==> src/rtl/memgame_round_if.sv <==
// memgame_round_if
//   Signal bundle between the memory-game round sequencer and its surroundings
//   (divider tick, start request, pattern store, debounced buttons, LEDs and
//   game-status consumers).
//
//   Handshake semantics: there is no valid/ready back-pressure. tickIn, start,
//   btnValid, winPulse and losePulse are single-cycle strobes, meaningful only in
//   the cycle they are high. btnCode is qualified by btnValid. patternIn is a
//   combinational read of the pattern store at patAddr and is valid in the same
//   cycle as patAddr.
//
//   Modports:
//     master - the environment: drives tickIn, start, patternIn, btnValid, btnCode
//     slave  - the round sequencer: drives patAddr, led, ledOn, busy, level,
//              winPulse, losePulse, dbgState (and score when MEMGAME_SCORE_EN)
//
//   Optional macro MEMGAME_SCORE_EN adds the 8-bit score output.

interface memgame_round_if;
    logic       tickIn;
    logic       start;
    logic [3:0] patternIn;
    logic       btnValid;
    logic [3:0] btnCode;
    logic [3:0] patAddr;
    logic [3:0] led;
    logic       ledOn;
    logic       busy;
    logic [3:0] level;
    logic       winPulse;
    logic       losePulse;
    logic [2:0] dbgState;
`ifdef MEMGAME_SCORE_EN
    logic [7:0] score;
`endif

    modport master (
        output tickIn, start, patternIn, btnValid, btnCode,
        input  patAddr, led, ledOn, busy, level, winPulse, losePulse, dbgState
`ifdef MEMGAME_SCORE_EN
        , input score
`endif
    );

    modport slave (
        input  tickIn, start, patternIn, btnValid, btnCode,
        output patAddr, led, ledOn, busy, level, winPulse, losePulse, dbgState
`ifdef MEMGAME_SCORE_EN
        , output score
`endif
    );
endinterface

==> src/rtl/memgame_round_ctrl.sv <==
// memgame_round_ctrl
//   Round sequencer for the memory game. Plays back the first `level` pattern
//   symbols on the LEDs (SHOW_TICKS lit, GAP_TICKS dark, timed by tickIn), then
//   waits for the player to repeat them, with TIMEOUT_TICKS allowed between
//   presses. A fully correct round advances the level; completing MAX_LEVEL
//   gives a one-cycle winPulse, a wrong press or timeout a one-cycle losePulse.
//
//   Ports:
//     Clk  - rising-edge clock
//     Rst  - synchronous active-low reset
//     bus  - memgame_round_if.slave (see the interface file for signal list)
//            dbgState exposes the current FSM state:
//            0 IDLE, 1 SHOW, 2 GAP, 3 INPUT, 4 WIN, 5 LOSE
//
//   Optional macro MEMGAME_SCORE_EN: adds an 8-bit saturating count of correct
//   presses, cleared by reset and by an accepted start.
//
//   All outputs are registered: one always_comb computes every next value, one
//   always_ff registers them.

module memgame_round_ctrl #(
    parameter int MAX_LEVEL     = 8,
    parameter int SHOW_TICKS    = 5,
    parameter int GAP_TICKS     = 2,
    parameter int TIMEOUT_TICKS = 30
) (
    input logic           Clk,
    input logic           Rst,
    memgame_round_if.slave bus
);

    typedef enum logic [2:0] {
        S_IDLE  = 3'd0,
        S_SHOW  = 3'd1,
        S_GAP   = 3'd2,
        S_INPUT = 3'd3,
        S_WIN   = 3'd4,
        S_LOSE  = 3'd5
    } state_t;

    localparam int TCW = $clog2((SHOW_TICKS > GAP_TICKS) ? SHOW_TICKS : GAP_TICKS) + 1;
    localparam int TOW = $clog2(TIMEOUT_TICKS) + 1;
    localparam logic [TCW-1:0] SHOW_LAST = TCW'(SHOW_TICKS - 1);
    localparam logic [TCW-1:0] GAP_LAST  = TCW'(GAP_TICKS - 1);
    localparam logic [TOW-1:0] TO_LAST   = TOW'(TIMEOUT_TICKS - 1);
    localparam logic [3:0]     LVL_MAX   = 4'(MAX_LEVEL);

    state_t         state_q, state_d;
    logic [TCW-1:0] tick_q, tick_d;
    logic [TOW-1:0] to_q, to_d;
    logic [3:0]     addr_q, addr_d;
    logic [3:0]     led_q, led_d;
    logic           ledon_q, ledon_d;
    logic           busy_q, busy_d;
    logic [3:0]     level_q, level_d;
    logic           win_q, win_d;
    logic           lose_q, lose_d;
`ifdef MEMGAME_SCORE_EN
    logic [7:0]     score_q, score_d;
`endif

    always_comb begin
        state_d = state_q;
        tick_d  = tick_q;
        to_d    = to_q;
        addr_d  = addr_q;
        led_d   = led_q;
        ledon_d = ledon_q;
        level_d = level_q;
        win_d   = 1'b0;
        lose_d  = 1'b0;
`ifdef MEMGAME_SCORE_EN
        score_d = score_q;
`endif
        case (state_q)
            S_IDLE: begin
                if (bus.start) begin
                    level_d = 4'd1;
                    addr_d  = 4'd0;
                    tick_d  = '0;
                    state_d = S_SHOW;
`ifdef MEMGAME_SCORE_EN
                    score_d = 8'd0;
`endif
                end
            end
            S_SHOW: begin
                // patAddr only becomes valid in the first SHOW cycle, so the
                // symbol is captured then (ledOn is always low on entry).
                if (!ledon_q) begin
                    led_d   = bus.patternIn;
                    ledon_d = 1'b1;
                end
                if (bus.tickIn) begin
                    if (tick_q == SHOW_LAST) begin
                        led_d   = 4'd0;
                        ledon_d = 1'b0;
                        tick_d  = '0;
                        state_d = S_GAP;
                    end else begin
                        tick_d = tick_q + 1'b1;
                    end
                end
            end
            S_GAP: begin
                if (bus.tickIn) begin
                    if (tick_q == GAP_LAST) begin
                        tick_d = '0;
                        if (addr_q == level_q - 4'd1) begin
                            addr_d  = 4'd0;
                            to_d    = '0;
                            state_d = S_INPUT;
                        end else begin
                            addr_d  = addr_q + 4'd1;
                            state_d = S_SHOW;
                        end
                    end else begin
                        tick_d = tick_q + 1'b1;
                    end
                end
            end
            S_INPUT: begin
                // A press takes priority over a coincident tick; that tick is dropped.
                if (bus.btnValid) begin
                    if (bus.btnCode != bus.patternIn) begin
                        lose_d  = 1'b1;
                        state_d = S_LOSE;
                    end else begin
                        to_d = '0;
`ifdef MEMGAME_SCORE_EN
                        if (score_q != 8'hFF) score_d = score_q + 8'd1;
`endif
                        if (addr_q < level_q - 4'd1) begin
                            addr_d = addr_q + 4'd1;
                        end else if (level_q == LVL_MAX) begin
                            win_d   = 1'b1;
                            state_d = S_WIN;
                        end else begin
                            level_d = level_q + 4'd1;
                            addr_d  = 4'd0;
                            tick_d  = '0;
                            state_d = S_SHOW;
                        end
                    end
                end else if (bus.tickIn) begin
                    if (to_q == TO_LAST) begin
                        lose_d  = 1'b1;
                        state_d = S_LOSE;
                    end else begin
                        to_d = to_q + 1'b1;
                    end
                end
            end
            S_WIN, S_LOSE: begin
                state_d = S_IDLE;
            end
            default: begin
                state_d = S_IDLE;
            end
        endcase
        busy_d = (state_d != S_IDLE);
    end

    always_ff @(posedge Clk) begin
        if (!Rst) begin
            state_q <= S_IDLE;
            tick_q  <= '0;
            to_q    <= '0;
            addr_q  <= 4'd0;
            led_q   <= 4'd0;
            ledon_q <= 1'b0;
            busy_q  <= 1'b0;
            level_q <= 4'd1;
            win_q   <= 1'b0;
            lose_q  <= 1'b0;
`ifdef MEMGAME_SCORE_EN
            score_q <= 8'd0;
`endif
        end else begin
            state_q <= state_d;
            tick_q  <= tick_d;
            to_q    <= to_d;
            addr_q  <= addr_d;
            led_q   <= led_d;
            ledon_q <= ledon_d;
            busy_q  <= busy_d;
            level_q <= level_d;
            win_q   <= win_d;
            lose_q  <= lose_d;
`ifdef MEMGAME_SCORE_EN
            score_q <= score_d;
`endif
        end
    end

    assign bus.patAddr   = addr_q;
    assign bus.led       = led_q;
    assign bus.ledOn     = ledon_q;
    assign bus.busy      = busy_q;
    assign bus.level     = level_q;
    assign bus.winPulse  = win_q;
    assign bus.losePulse = lose_q;
    assign bus.dbgState  = state_q;
`ifdef MEMGAME_SCORE_EN
    assign bus.score     = score_q;
`endif

endmodule

==> src/flat_wrapper.sv <==
// flat-port wrapper written by rule: the top's interface ports become plain ports
module memgame_round_ctrl_flat 
#(
    parameter int MAX_LEVEL     = 8,
    parameter int SHOW_TICKS    = 5,
    parameter int GAP_TICKS     = 2,
    parameter int TIMEOUT_TICKS = 30
)
  (Clk, Rst, bus_tickIn, bus_start, bus_patternIn, bus_btnValid, bus_btnCode, bus_patAddr, bus_led, bus_ledOn, bus_busy, bus_level, bus_winPulse, bus_losePulse, bus_dbgState);
  memgame_round_if bus_i ();
  input logic Clk;
  input logic Rst;
  input wire logic [$bits(bus_i.tickIn)-1:0] bus_tickIn;
  input wire logic [$bits(bus_i.start)-1:0] bus_start;
  input wire logic [$bits(bus_i.patternIn)-1:0] bus_patternIn;
  input wire logic [$bits(bus_i.btnValid)-1:0] bus_btnValid;
  input wire logic [$bits(bus_i.btnCode)-1:0] bus_btnCode;
  output wire logic [$bits(bus_i.patAddr)-1:0] bus_patAddr;
  output wire logic [$bits(bus_i.led)-1:0] bus_led;
  output wire logic [$bits(bus_i.ledOn)-1:0] bus_ledOn;
  output wire logic [$bits(bus_i.busy)-1:0] bus_busy;
  output wire logic [$bits(bus_i.level)-1:0] bus_level;
  output wire logic [$bits(bus_i.winPulse)-1:0] bus_winPulse;
  output wire logic [$bits(bus_i.losePulse)-1:0] bus_losePulse;
  output wire logic [$bits(bus_i.dbgState)-1:0] bus_dbgState;
  assign bus_i.tickIn = bus_tickIn;
  assign bus_i.start = bus_start;
  assign bus_i.patternIn = bus_patternIn;
  assign bus_i.btnValid = bus_btnValid;
  assign bus_i.btnCode = bus_btnCode;
  assign bus_patAddr = bus_i.patAddr;
  assign bus_led = bus_i.led;
  assign bus_ledOn = bus_i.ledOn;
  assign bus_busy = bus_i.busy;
  assign bus_level = bus_i.level;
  assign bus_winPulse = bus_i.winPulse;
  assign bus_losePulse = bus_i.losePulse;
  assign bus_dbgState = bus_i.dbgState;
  memgame_round_ctrl #(.MAX_LEVEL(MAX_LEVEL), .SHOW_TICKS(SHOW_TICKS), .GAP_TICKS(GAP_TICKS), .TIMEOUT_TICKS(TIMEOUT_TICKS)) u_core (.Clk(Clk), .Rst(Rst), .bus(bus_i));
endmodule
==> config.mk <==
export PLATFORM = sky130hd
export DESIGN_NAME = memgame_round_ctrl_flat
export DESIGN_NICKNAME = d
export VERILOG_FILES = /design/src/rtl/memgame_round_if.sv /design/src/rtl/memgame_round_ctrl.sv /design/src/flat_wrapper.sv
export SDC_FILE = /design/constraint.sdc
export NUM_CORES = 1
export LEC_CHECK = 0
export CAP_MARGIN = 20
export CORE_ASPECT_RATIO = 0.5
export CORE_MARGIN = 5
export CORE_UTILIZATION = 49
export CTS_BUF_LIST = sky130_fd_sc_hd__clkbuf_8
export DETAILED_ROUTE_END_ITERATION = 16
export PLACE_DENSITY = 0.88
export REMOVE_ABC_BUFFERS = 1
export SLEW_MARGIN = 20
export SYNTH_ARGS = -nofsm -noshare
export SYNTH_HDL_FRONTEND = slang
export SYNTH_SLANG_ARGS = --single-unit
==> constraint.sdc <==
create_clock -name Clk -period 2.4 [get_ports Clk]
set_input_delay 0.36 -clock Clk [delete_from_list [all_inputs] [get_ports Clk]]
set_output_delay 0.36 -clock Clk [all_outputs]
set_load 0.005 [all_outputs]
==> impl_metrics.sql, run 1 <==
INSERT INTO impl_metrics (metric_group, metric, value, unit) VALUES
('status', 'run_status', 'finished, violations left', ''),
('status', 'failed_checks', 'negative setup slack', ''),
('drt', 'drtPass1Iterations', '6', ''),
('floorplanning', 'initial_core_util', '51.3', '%'),
('global_route', 'grt_util_met2', '34.9', '%'),
('logic_synthesis', 'ys.warnings.count', '0', ''),
('placed_design', 'gpl.final_weighted_congestion', '0.855', ''),
('timing', 'accumulated_negative_setup_slack', '-0.110', 'ns'),
('clock_network', 'clkLatencyLatePin', '0.29', 'ns'),
('critical_path', 'required', '2.60', 'ns'),
('clock_network', 'cts_tree', 'built', ''),
('min_path', 'hold_path.startpoint', 'u_core.to_q[2]', ''),
('job', 'timing.max_cap.violations', '0', ''),
('critical_path', 'critical_path.reg2reg.endpoint', 'u_core.bus.patAddr[3]', ''),
('logic_synthesis', 'syn-mean-instance-area', '8.01', 'sq um'),
('drt', 'vias_per_inst', '5.90', ''),
('min_path', 'worst_hold_path.num_cells', '1', ''),
('placed_design', 'placedCellCount', '314', ''),
('drt', 'drt-initial-drc-count', '256', ''),
('global_route', 'gr_busiest_metal', 'met2', ''),
('logic_synthesis', 'synth_cells', '221', ''),
('critical_path', 'cp.arrival', '2.65', 'ns'),
('logic_synthesis', 'synth.lib_cells_used.distinct', '44', ''),
('floorplanning', 'core_footprint', '3450', 'sq um'),
('clock_network', 'numClockSinks', '29', ''),
('drt', 'num_vias', '1916', ''),
('global_route', 'grt_use_total', '20.8', '%'),
('timing', 'clock-skew-final', '0.00777', 'ns'),
('logic_synthesis', 'synth_seq_cells', '29', ''),
('global_route', 'globalRouteMet1Util', '26.0', '%'),
('timing', 'fmaxAchievable', '407', 'MHz'),
('global_route', 'grt_start_max_net_pins', '22', ''),
('finish', 'area_growth', '39.2', '%'),
('global_route', 'first_global_vias', '1779', ''),
('floorplanning', 'floorplan.die.height', '52.5', 'um'),
('clock_network', 'clock_tree.root_cell', 'clkbuf_8', ''),
('finish', 'ant_cells', '0', ''),
('logic_synthesis', 'async_sr_flop_fraction', '0', '%'),
('clock_network', 'cts_buffers', '5', ''),
('floorplanning', 'floorplan.die.width', '95.0', 'um'),
('timing', 'setup-violations-final', '3', ''),
('floorplanning', 'ios', '32', ''),
('timing', 'timing.final.ws_setup', '-0.0559', 'ns'),
('timing', 'timing_hold_violations_final', '0', ''),
('timing', 'slew_viol_final', '0', ''),
('finish', 'layoutNonFillerInstCount', '325', ''),
('clock_network', 'total_of_hold_buffers_inserted_after_clock_tree_synthesis', '0', ''),
('pwr', 'report.power.total', '0.00120', 'W'),
('timing', 'period_needed', '2.46', 'ns'),
('pwr', 'clock_power_share', '37.7', '%'),
('global_route', 'gr-usage-met3', '5.60', '%'),
('pwr', 'internal-power', '0.000874', 'W'),
('critical_path', 'timing.reg2reg.worst_path_depth', '10', ''),
('placed_design', 'detailed_place_hpwl', '3390', 'um'),
('critical_path', 'critical_path.startpoint_type', 'register', ''),
('logic_synthesis', 'synth_top_flop_cell', 'dfxtp_1', ''),
('timing', 'rsz0062_at_grt', 'true', ''),
('drt', 'drt_drc_violations_left', '0', ''),
('global_route', 'grt_first_pass_wirelength', '8020', 'um'),
('clock_network', 'clkSlewWorstSetupHoldPaths', '0.06', 'ns'),
('pwr', 'net-switching-power', '0.000323', 'W'),
('finish', 'drive_above_1_share', '20.8', '%'),
('floorplanning', 'number_of_standard_cell_rows_in_the_floorplan', '15', ''),
('drt', 'finalWirelength', '5200', 'um'),
('pwr', 'vdd.ir_drop.worst', '0.291', 'mV'),
('pwr', 'share_comb_of_total_power', '20.1', '%'),
('timing', 'fin_crit_sh', '102', '%'),
('logic_synthesis', 'synthesis.area', '1770', 'sq um'),
('min_path', 'type_of_the_tightest_min_delay_check', 'reg -> reg', ''),
('critical_path', 'crit_path_max_fanout', '3', ''),
('finish', 'nNetsFinal', '298', '');
## per-stage QoR
stage	area, sq um	setup WS [ns]
after floorplan	1740	-0.284
after global placement	2260	-0.109
after detailed placement	2260	-0.182
after CTS	2380	-0.0520
after global routing	2460	-0.168
final	2460	-0.0559
## worst max-delay path, stage by stage, from the launching register on
cell     delay (ns)
dfxtp_4        0.38
inv_4          0.05
ha_4           0.16
xnor2_2        0.12
ha_1           0.29
o21ai_1        0.12
a21oi_1        0.06
or2_4          0.23
a211o_1        0.27
or4b_4         0.51
o31ai_2        0.19
## power by group through the flow
| stage | Combinational [W] | Sequential, W | Clock (W) |
|---|---|---|---|
| 6_report | 0.000240 | 0.000505 | 0.000451 |
| 3_3_place_gp | 0.000204 | 0.000515 | 0 |
| 4_1_cts | 0.000218 | 0.000506 | 0.000446 |
| 3_5_place_dp | 0.000208 | 0.000516 | 0 |
| 5_1_grt | 0.000258 | 0.000507 | 0.000482 |
| 2_1_floorplan | 0.0000984 | 0.000516 | 0 |
## synthesized netlist by cell type, types with 3 or more instances
master / count / area share [%]
a21oi_1: 15 / 4.2
a22oi_1: 4 / 1.7
clkbuf_1: 8 / 1.7
dfxtp_1: 29 / 33
ha_1: 12 / 8.5
inv_1: 13 / 2.8
nand2_1: 19 / 4.0
nand2b_1: 8 / 2.8
nand3_1: 14 / 4.0
nand4_1: 5 / 1.8
nor2_1: 19 / 4.0
nor3_1: 5 / 1.4
nor3b_1: 3 / 1.3
o211ai_1: 4 / 1.7
o21ai_0: 14 / 4.0
o221a_2: 3 / 1.9
o22ai_1: 3 / 1.1
or2_2: 3 / 1.1
or4_1: 3 / 1.3
xnor2_1: 3 / 1.5
xor2_1: 4 / 2.0
## layout by cell type (no fill, tap or decap), types with 3 or more instances in the layout
cell and instances:
clkbuf_8 7, xor2_1 4, o21ai_0 11, nor3b_1 3, nand2b_1 8, o21ai_1 3, o22ai_1 3, o211ai_1 4
nor2_1 19, nand2_1 19, a21oi_2 3, o221a_2 3, dfxtp_1 27, buf_4 21, inv_1 11, a22oi_1 4
a21oi_1 12, ha_1 11, nor3_1 4, nand3_1 13, nand4_1 5, clkdlybuf4s50_1 31
## sequential cells by signal, indices dropped and copies added (netlist names)
name / cells
u_core.bus.dbgState: 3
u_core.bus.led: 4
u_core.tick_q: 4
u_core.bus.losePulse: 1
u_core.bus.level: 4
u_core.bus.patAddr: 4
u_core.bus.busy: 1
u_core.to_q: 6
u_core.bus.winPulse: 1
u_core.bus.ledOn: 1
## cells by family after synthesis
| logic type | count (synthesis) | synth area share, % |
|---|---|---|
| AO/OA/AOI/OAI | 57 | 21.0 |
| multiplexers | 2 | 1.20 |
| AND/OR/NAND/NOR | 93 | 28.6 |
| XOR/XNOR | 7 | 3.46 |
| adder cells (fa/ha/maj) | 12 | 8.48 |
| buffers and inverters | 21 | 4.45 |
| flip-flops | 29 | 32.8 |
## metal layers
| layer | vias up | routed length [um] | share of wire [%] |
|---|---|---|---|
| met4 | 0 | 33 | 0.63 |
| met5 | - | 0 | 0 |
| met2 | 102 | 2600 | 50 |
| met3 | 8 | 347 | 6.7 |
| met1 | 898 | 2220 | 43 |
| li1 | 908 | - | - |
## how the worst max path moves through the flow
stage / depth (start not counted) / from / slack, ns / end
floorplan: 10 / u_core.bus.level[0] / -0.28 / u_core.bus.patAddr[3]
global placement: 7 / bus_patternIn[3] / -0.11 / u_core.bus.patAddr[3]
detailed placement: 10 / u_core.bus.level[1] / -0.18 / u_core.bus.patAddr[3]
CTS: 10 / u_core.bus.level[1] / -0.05 / u_core.bus.patAddr[3]
global route: 10 / u_core.bus.level[1] / -0.17 / u_core.bus.patAddr[3]
finish: 10 / u_core.bus.level[1] / -0.06 / u_core.bus.patAddr[3]
## timing repair
item                                    CTS  global route
resized for setup                         8            16
pin swaps                                 2             1
buffers inserted                          1             2
endpoints found under the setup margin    4             7
## layout make-up
type	instances	area, sq um
Fill cell	251	990
Sequential cell	29	586
Timing Repair Buffer	53	479
Inverter	13	51.3
Multi-Input combinational cell	171	1180
Tap cell	51	63.8
Clock buffer	7	96.3
Clock inverter	1	5.00
(Power assumes the default switching activity.)
==> run 2: changes to the inputs <==
--- a/config.mk
+++ b/config.mk
@@ -11,4 +11,5 @@
 export CORE_UTILIZATION = 49
 export CTS_BUF_LIST = sky130_fd_sc_hd__clkbuf_8
+export CTS_CLUSTER_SIZE = 24
 export DETAILED_ROUTE_END_ITERATION = 16
 export PLACE_DENSITY = 0.88
==> constraint.sdc (replaced) <==
create_clock -name Clk -period 2.4 [get_ports Clk]
set_input_delay 0.36 -clock Clk [delete_from_list [all_inputs] [get_ports Clk]]
set_output_delay 0.36 -clock Clk [all_outputs]
set_load 0.1 [all_outputs]
==> run 2 against run 1 <==
- the flow still finishes with violations (negative setup slack)
- cell count increased by 0.92%
- worst hold slack improved by 0.0058 ns
- utilization decreased by 0.11 points
- register-to-register slack got worse by 0.098 ns
- flip-flop and latch count unchanged
- fmax decreased by 3.8%
- setup slack got worse by 0.098 ns
- wire length increased by 3.2%
- cell area decreased by 0.15%
- largest cell class unchanged
- largest power group unchanged
==> impl_metrics.sql, run 2 (synthesis results as in run 1) <==
INSERT INTO impl_metrics (metric_group, metric, value, unit) VALUES
('pwr', 'power.static_leakage', '0.999', 'nW'),
('pwr', 'internal-power', '0.000846', 'W'),
('critical_path', 'required', '2.59', 'ns'),
('pwr', 'vdd.ir_drop.worst', '0.321', 'mV'),
('critical_path', 'bufs_and_invs_on_worst_path', '1', ''),
('critical_path', 'path_cells', 'buf_6, nor3_4, xnor2_2, ha_1, o21ai_1, a21oi_1, or2_4, a211o_1, or4b_4, o31ai_4', ''),
('placed_design', 'placedCellCount', '316', ''),
('placed_design', 'detailed_place_hpwl', '3550', 'um'),
('finish', 'regMostFlops', 'u_core.to_q', ''),
('clock_network', 'cts_buffers', '5', ''),
('global_route', 'overflow', '0', ''),
('finish', 'layoutNonFillerInstCount', '328', ''),
('drt', 'finalWirelength', '5370', 'um'),
('drt', 'dr_wl_cell', '16.4', 'um'),
('finish', 'nNetsFinal', '302', ''),
('timing', 'slew_hr', '43.5', '%'),
('critical_path', 'critical-path-slowest-cell', 'or4b_4', ''),
('clock_network', 'numClockSinks', '29', ''),
('pwr', 'pwr-share-seq', '41.2', '%'),
('timing', 'rsz0062_at_grt', 'true', ''),
('placed_design', 'gpl.final_weighted_congestion', '0.870', ''),
('pwr', 'share_comb_of_total_power', '26.4', '%'),
('finish', 'layout_common_cells', 'buf_4, dfxtp_1, nand2_1, nor2_1, nand3_1', ''),
('clock_network', 'cts.path.max_buffers', '2', ''),
('clock_network', 'clkLatencyLatePin', '0.28', 'ns'),
('timing', 'accumulated_negative_setup_slack', '-0.581', 'ns'),
('global_route', 'grt_use_total', '20.7', '%'),
('pwr', 'switching_share', '31.2', '%'),
('drt', 'drtPass1Iterations', '4', ''),
('timing', 'clock-skew-final', '0.00790', 'ns'),
('timing', 'period_needed', '2.55', 'ns'),
('status', 'failed_checks', 'negative setup slack', ''),
('critical_path', 'critical_path.startpoint_type', 'register', ''),
('critical_path', 'setup.worst_path.class', 'reg -> reg', ''),
('critical_path', 'path_delay_family', 'simple AND/OR/NAND/NOR gates', ''),
('floorplanning', 'floorplan.die.height', '52.5', 'um'),
('global_route', 'grt_first_pass_wirelength', '7960', 'um'),
('finish', 'layout_commonest_cell', 'buf_4', ''),
('timing', 'whs', '0.517', 'ns'),
('timing', 'fmaxAchievable', '392', 'MHz'),
('clock_network', 'clock_tree.root_cell', 'clkbuf_8', ''),
('floorplanning', 'die_area', '4990', 'sq um'),
('clock_network', 'clkSlewWorstSetupHoldPaths', '0.06', 'ns'),
('global_route', 'grt_start_max_net_pins', '22', ''),
('drt', 'postRouteAntennaNets', '0', ''),
('finish', 'ant_cells', '0', ''),
('floorplanning', 'initial_core_util', '51.3', '%'),
('finish', 'drive_above_1_share', '29.2', '%'),
('drt', 'num_vias', '1927', ''),
('timing', 'setup-violations-final', '6', ''),
('global_route', 'first_global_vias', '1812', ''),
('critical_path', 'crit_path_max_fanout', '3', ''),
('timing', 'timing.final.ws_setup', '-0.153', 'ns'),
('floorplanning', 'floorplan.die.width', '95.0', 'um'),
('finish', 'area_growth', '38.9', '%'),
('floorplanning', 'number_of_standard_cell_rows_in_the_floorplan', '15', ''),
('timing', 'slew_viol_final', '0', ''),
('status', 'run_status', 'finished, violations left', ''),
('pwr', 'net-switching-power', '0.000384', 'W'),
('finish', 'largest_register_ffs', '6', ''),
('timing', 'tightestPinTransition', '0.838', 'ns'),
('finish', 'n_fill_cell', '253', ''),
('job', 'timing.max_cap.violations', '0', ''),
('clock_network', 'cts_tree', 'built', ''),
('drt', 'drt_drc_violations_left', '0', ''),
('timing', 'fin_crit_sh', '106', '%'),
('global_route', 'number_of_antenna_violations_at_the_first_check_in_global_routing', '0', ''),
('drt', 'vias_per_inst', '5.88', ''),
('timing', 'timing_hold_violations_final', '0', ''),
('pwr', 'report.power.total', '0.00123', 'W'),
('floorplanning', 'ios', '32', ''),
('min_path', 'type_of_the_tightest_min_delay_check', 'reg -> reg', ''),
('floorplanning', 'core_footprint', '3450', 'sq um'),
('pwr', 'power_per_cell_area', '500', 'nW/um^2'),
('pwr', 'clock_power_share', '32.4', '%'),
('clock_network', 'total_of_hold_buffers_inserted_after_clock_tree_synthesis', '0', ''),
('critical_path', 'cp.arrival', '2.75', 'ns'),
('critical_path', 'timing.critical_path.to_type', 'register', ''),
('drt', 'drt-initial-drc-count', '160', ''),
('finish', 'final_util', '71.2', '%'),
('critical_path', 'slowest_delay', '0.56', 'ns'),
('clock_network', 'htree_levels', '2', ''),
('placed_design', 'port_buffers', '31', '');
run 2: changes by cell type in the layout (fill, tap and decap cells not counted), sizes merged:
cell           change
buf               +23
inv                +1
clkinv             -1
clkbuf             -1
clkdlybuf4s50     -19
run 2: timing repair:
item                       CTS  global route
pin swaps                    5            13
setup endpoints to repair    4             7
hold endpoints to repair     0             0
setup buffers                3             3
gates resized for setup     10            22
run 2: power by group through the flow:
stage	logic (W)	clock network, W	registers, W
floorplan	0.0000988	0	0.000587
global placement	0.000276	0	0.000515
detailed placement	0.000282	0	0.000515
CTS	0.000299	0.000401	0.000505
global route	0.000346	0.000425	0.000508
finish	0.000325	0.000399	0.000506
run 2: final cells by class:
class,instances,area [sq um],share of cell area (%)
Sequential cell,29,586,23.8
Multi-Input combinational cell,171,1210,49.0
Clock inverter,1,3.75,0.153
Tap cell,51,63.8,2.59
Clock buffer,6,82.6,3.36
Inverter,13,48.8,1.98
Timing Repair Buffer,57,469,19.1
run 2: routing by layer:
layer | track usage (%) | wire [um]
met5 | 0 | 0
met4 | 8.37 | 80
met1 | 23.2 | 2260
met2 | 37.7 | 2750
met3 | 5.74 | 271
run 2: final timing paths:
path / from / to / slack [ns] / depth (start not counted)
setup reg to reg: u_core.bus.level[0] / u_core.bus.patAddr[3] / -0.15 / 10
hold reg to reg: u_core.bus.patAddr[0] / u_core.bus.patAddr[0] / 0.52 / 1
hold / removal: u_core.bus.patAddr[0] / u_core.bus.patAddr[0] / 0.52 / 1
setup / recovery: u_core.bus.level[0] / u_core.bus.patAddr[3] / -0.15 / 10
run 2: per-stage QoR:
step                      cell area, sq um  setup WS [ns]
after floorplan                       1740          -1.05
after global placement                2220         -0.109
after detailed placement              2220         -0.215
after CTS                             2350         -0.116
after global routing                  2460         -0.226
final                                 2460         -0.153
==> run 3: changes to the inputs <==
Settings changed: ABC_AREA set to 0, CORE_ASPECT_RATIO 0.5 to 1.1.
==> run 3 against run 2 <==
- the flow still finishes with violations (negative setup slack)
- cell count down 0.91%
- first-iteration DRC count up 8.1%
- critical endpoint unchanged
- sequential power about the same
- wire length down 14%
- sequential share of layout area up 0.47 points
==> impl_metrics.sql, run 3 (synthesis results as in run 1) <==
INSERT INTO impl_metrics (metric_group, metric, value, unit) VALUES
('critical_path', 'timing.critical_path.to_type', 'register', ''),
('clock_network', 'numClockSinks', '29', ''),
('critical_path', 'path_cells', 'inv_2, ha_4, xnor2_2, ha_1, o21ai_2, a21oi_2, or2_4, a211o_1, or4b_4, o31ai_4', ''),
('critical_path', 'path_depth', '10', ''),
('critical_path', 'slowest_delay', '0.53', 'ns'),
('min_path', 'min_delay_worst_endpoint', 'u_core.to_q[2]', ''),
('floorplanning', 'initial_core_util', '49.6', '%'),
('critical_path', 'critical_path.startpoint_type', 'register', ''),
('drt', 'num_vias', '1843', ''),
('floorplanning', 'floorplan.die.width', '67.3', 'um'),
('floorplanning', 'die_area', '4920', 'sq um'),
('finish', 'area_growth', '35.7', '%'),
('clock_network', 'total_of_hold_buffers_inserted_after_clock_tree_synthesis', '0', ''),
('clock_network', 'clkSlewWorstSetupHoldPaths', '0.06', 'ns'),
('finish', 'nNetsFinal', '299', ''),
('global_route', 'first_global_vias', '1770', ''),
('job', 'timing.max_cap.violations', '0', ''),
('critical_path', 'timing.reg2reg.worst_path_depth', '10', ''),
('drt', 'dr_wl_cell', '14.2', 'um'),
('status', 'failed_checks', 'negative setup slack', ''),
('critical_path', 'setup.worst_path.class', 'reg -> reg', ''),
('placed_design', 'detailed_place_hpwl', '3310', 'um'),
('timing', 'fin_crit_sh', '106', '%'),
('pwr', 'power.static_leakage', '0.986', 'nW'),
('critical_path', 'critical_path.reg2reg.endpoint', 'u_core.bus.patAddr[3]', ''),
('finish', 'regMostFlops', 'u_core.to_q', ''),
('pwr', 'internal-power', '0.000869', 'W'),
('min_path', 'hold_path.startpoint', 'u_core.to_q[2]', ''),
('clock_network', 'cts_tree', 'built', ''),
('pwr', 'report.power.total', '0.00125', 'W'),
('pwr', 'power_per_cell_area', '520', 'nW/um^2'),
('finish', 'layout_common_cells', 'buf_4, dfxtp_1, nand2_1, nor2_1, nand3_1', ''),
('timing', 'slew_hr', '64.3', '%'),
('pwr', 'net-switching-power', '0.000381', 'W'),
('critical_path', 'bufs_and_invs_on_worst_path', '1', ''),
('status', 'run_status', 'finished, violations left', ''),
('floorplanning', 'ios', '32', ''),
('finish', 'ant_cells', '0', ''),
('critical_path', 'path_delay_family', 'simple AND/OR/NAND/NOR gates', ''),
('pwr', 'pwr-share-seq', '40.5', '%'),
('critical_path', 'required', '2.60', 'ns'),
('timing', 'setup-violations-final', '3', ''),
('timing', 'timing_hold_violations_final', '0', ''),
('timing', 'clock-skew-final', '0.00659', 'ns'),
('timing', 'tightestPinTransition', '0.534', 'ns'),
('critical_path', 'r2r_slack', '-0.14', 'ns'),
('clock_network', 'clock_tree.root_cell', 'clkbuf_8', ''),
('floorplanning', 'core_footprint', '3570', 'sq um'),
('global_route', 'grt_use_total', '20.0', '%'),
('finish', 'layout_commonest_cell', 'buf_4', ''),
('clock_network', 'htree_levels', '2', ''),
('critical_path', 'cp.arrival', '2.74', 'ns'),
('drt', 'drt-initial-drc-count', '173', ''),
('floorplanning', 'number_of_standard_cell_rows_in_the_floorplan', '23', ''),
('critical_path', 'timing.rr.start', 'u_core.bus.level[1]', ''),
('drt', 'vias_per_inst', '5.67', ''),
('timing', 'fmaxAchievable', '393', 'MHz'),
('timing', 'timing.final.ws_setup', '-0.143', 'ns'),
('placed_design', 'gpl.final_weighted_congestion', '0.928', ''),
('pwr', 'share_comb_of_total_power', '23.7', '%'),
('drt', 'drtPass1Iterations', '4', ''),
('drt', 'postRouteAntennaNets', '0', ''),
('timing', 'accumulated_negative_setup_slack', '-0.287', 'ns'),
('placed_design', 'port_buffers', '31', ''),
('global_route', 'number_of_antenna_violations_at_the_first_check_in_global_routing', '0', ''),
('clock_network', 'cts.path.max_buffers', '2', ''),
('clock_network', 'cts_buffers', '5', ''),
('finish', 'drive_above_1_share', '27.3', '%'),
('finish', 'largest_register_ffs', '6', ''),
('drt', 'drt_drc_violations_left', '0', ''),
('pwr', 'switching_share', '30.5', '%'),
('global_route', 'grt_start_max_net_pins', '22', ''),
('min_path', 'type_of_the_tightest_min_delay_check', 'reg -> reg', ''),
('critical_path', 'critical-path-slowest-cell', 'or4b_4', ''),
('pwr', 'vdd.ir_drop.worst', '0.394', 'mV'),
('clock_network', 'clkLatencyLatePin', '0.28', 'ns'),
('floorplanning', 'floorplan.die.height', '73.0', 'um'),
('global_route', 'grt_first_pass_wirelength', '7660', 'um'),
('critical_path', 'crit_path_max_fanout', '3', ''),
('timing', 'rsz0062_at_grt', 'true', ''),
('timing', 'period_needed', '2.54', 'ns'),
('min_path', 'worst_hold_path.num_cells', '1', ''),
('global_route', 'overflow', '0', ''),
('timing', 'slew_viol_final', '0', ''),
('pwr', 'clock_power_share', '35.8', '%'),
('drt', 'finalWirelength', '4620', 'um'),
('placed_design', 'post_placement_setup_slack', '-0.171', 'ns');
run 3: cell count changes in the layout (fill, tap and decap cells not counted), sizes merged:
cell and delta:
clkbuf +1, inv -1, buf -3, clkinv +1
run 3: timing repair:
action                                 4_1_cts  5_1_grt
pin swaps                                    5        2
gates resized for setup                     11        7
setup endpoints to repair                    4        7
endpoints found under the hold margin        0        0
setup buffers                                2        0
run 3: power by group through the flow:
stage                     clock network [W]  logic [W]  registers (W)
after global routing               0.000471   0.000319       0.000508
after floorplan                           0  0.0000988       0.000587
after global placement                    0   0.000270       0.000515
after CTS                          0.000457   0.000286       0.000506
final                              0.000447   0.000296       0.000506
after detailed placement                  0   0.000275       0.000516
run 3: stage by stage:
stage,hold WS [ns],utilization [%],cells,instance area [sq um]
2_1_floorplan,0.432,-,213,1740
3_3_place_gp,0.477,62.3,315,2220
3_5_place_dp,0.491,62.3,315,2220
4_1_cts,0.506,66.4,325,2370
5_1_grt,0.551,67.3,325,2400
6_report,0.507,67.3,325,2400
run 3: per-layer routing:
layer | share of wire [%] | up-vias | global-route usage, %
li1 | - | 910 | -
met1 | 41 | 869 | 25.3
met2 | 51 | 58 | 33.6
met3 | 6.5 | 6 | 5.24
met4 | 0.95 | 0 | 5.18
met5 | 0 | - | 0
run 3: worst register-to-register path, delay by kind of cell, from the launching register on:
| family | cells | cell delay (ns) |
|---|---|---|
| simple gates | 2 | 0.76 |
| compound gates | 4 | 0.69 |
| fa+ha+maj | 2 | 0.47 |
| flops | 1 | 0.36 |
| xor+xnor | 1 | 0.13 |
| buf+inv | 1 | 0.06 |
run 3: worst max path at each step:
stage | from | end
after floorplan | u_core.bus.level[0] | u_core.bus.patAddr[3]
after global placement | u_core.bus.level[1] | u_core.bus.patAddr[3]
after detailed placement | u_core.bus.level[1] | u_core.bus.patAddr[3]
after CTS | u_core.bus.level[1] | u_core.bus.patAddr[3]
after global routing | u_core.bus.level[1] | u_core.bus.patAddr[3]
final | u_core.bus.level[1] | u_core.bus.patAddr[3]
run 3: final cells by class:
| type | count | area (sq um) |
|---|---|---|
| Multi-Input combinational cell | 171 | 1170 |
| Fill cell | 310 | 1170 |
| Sequential cell | 29 | 583 |
| Timing Repair Buffer | 54 | 439 |
| Clock buffer | 7 | 96.3 |
| Tap cell | 50 | 62.6 |
| Inverter | 13 | 48.8 |
| Clock inverter | 1 | 5.00 |
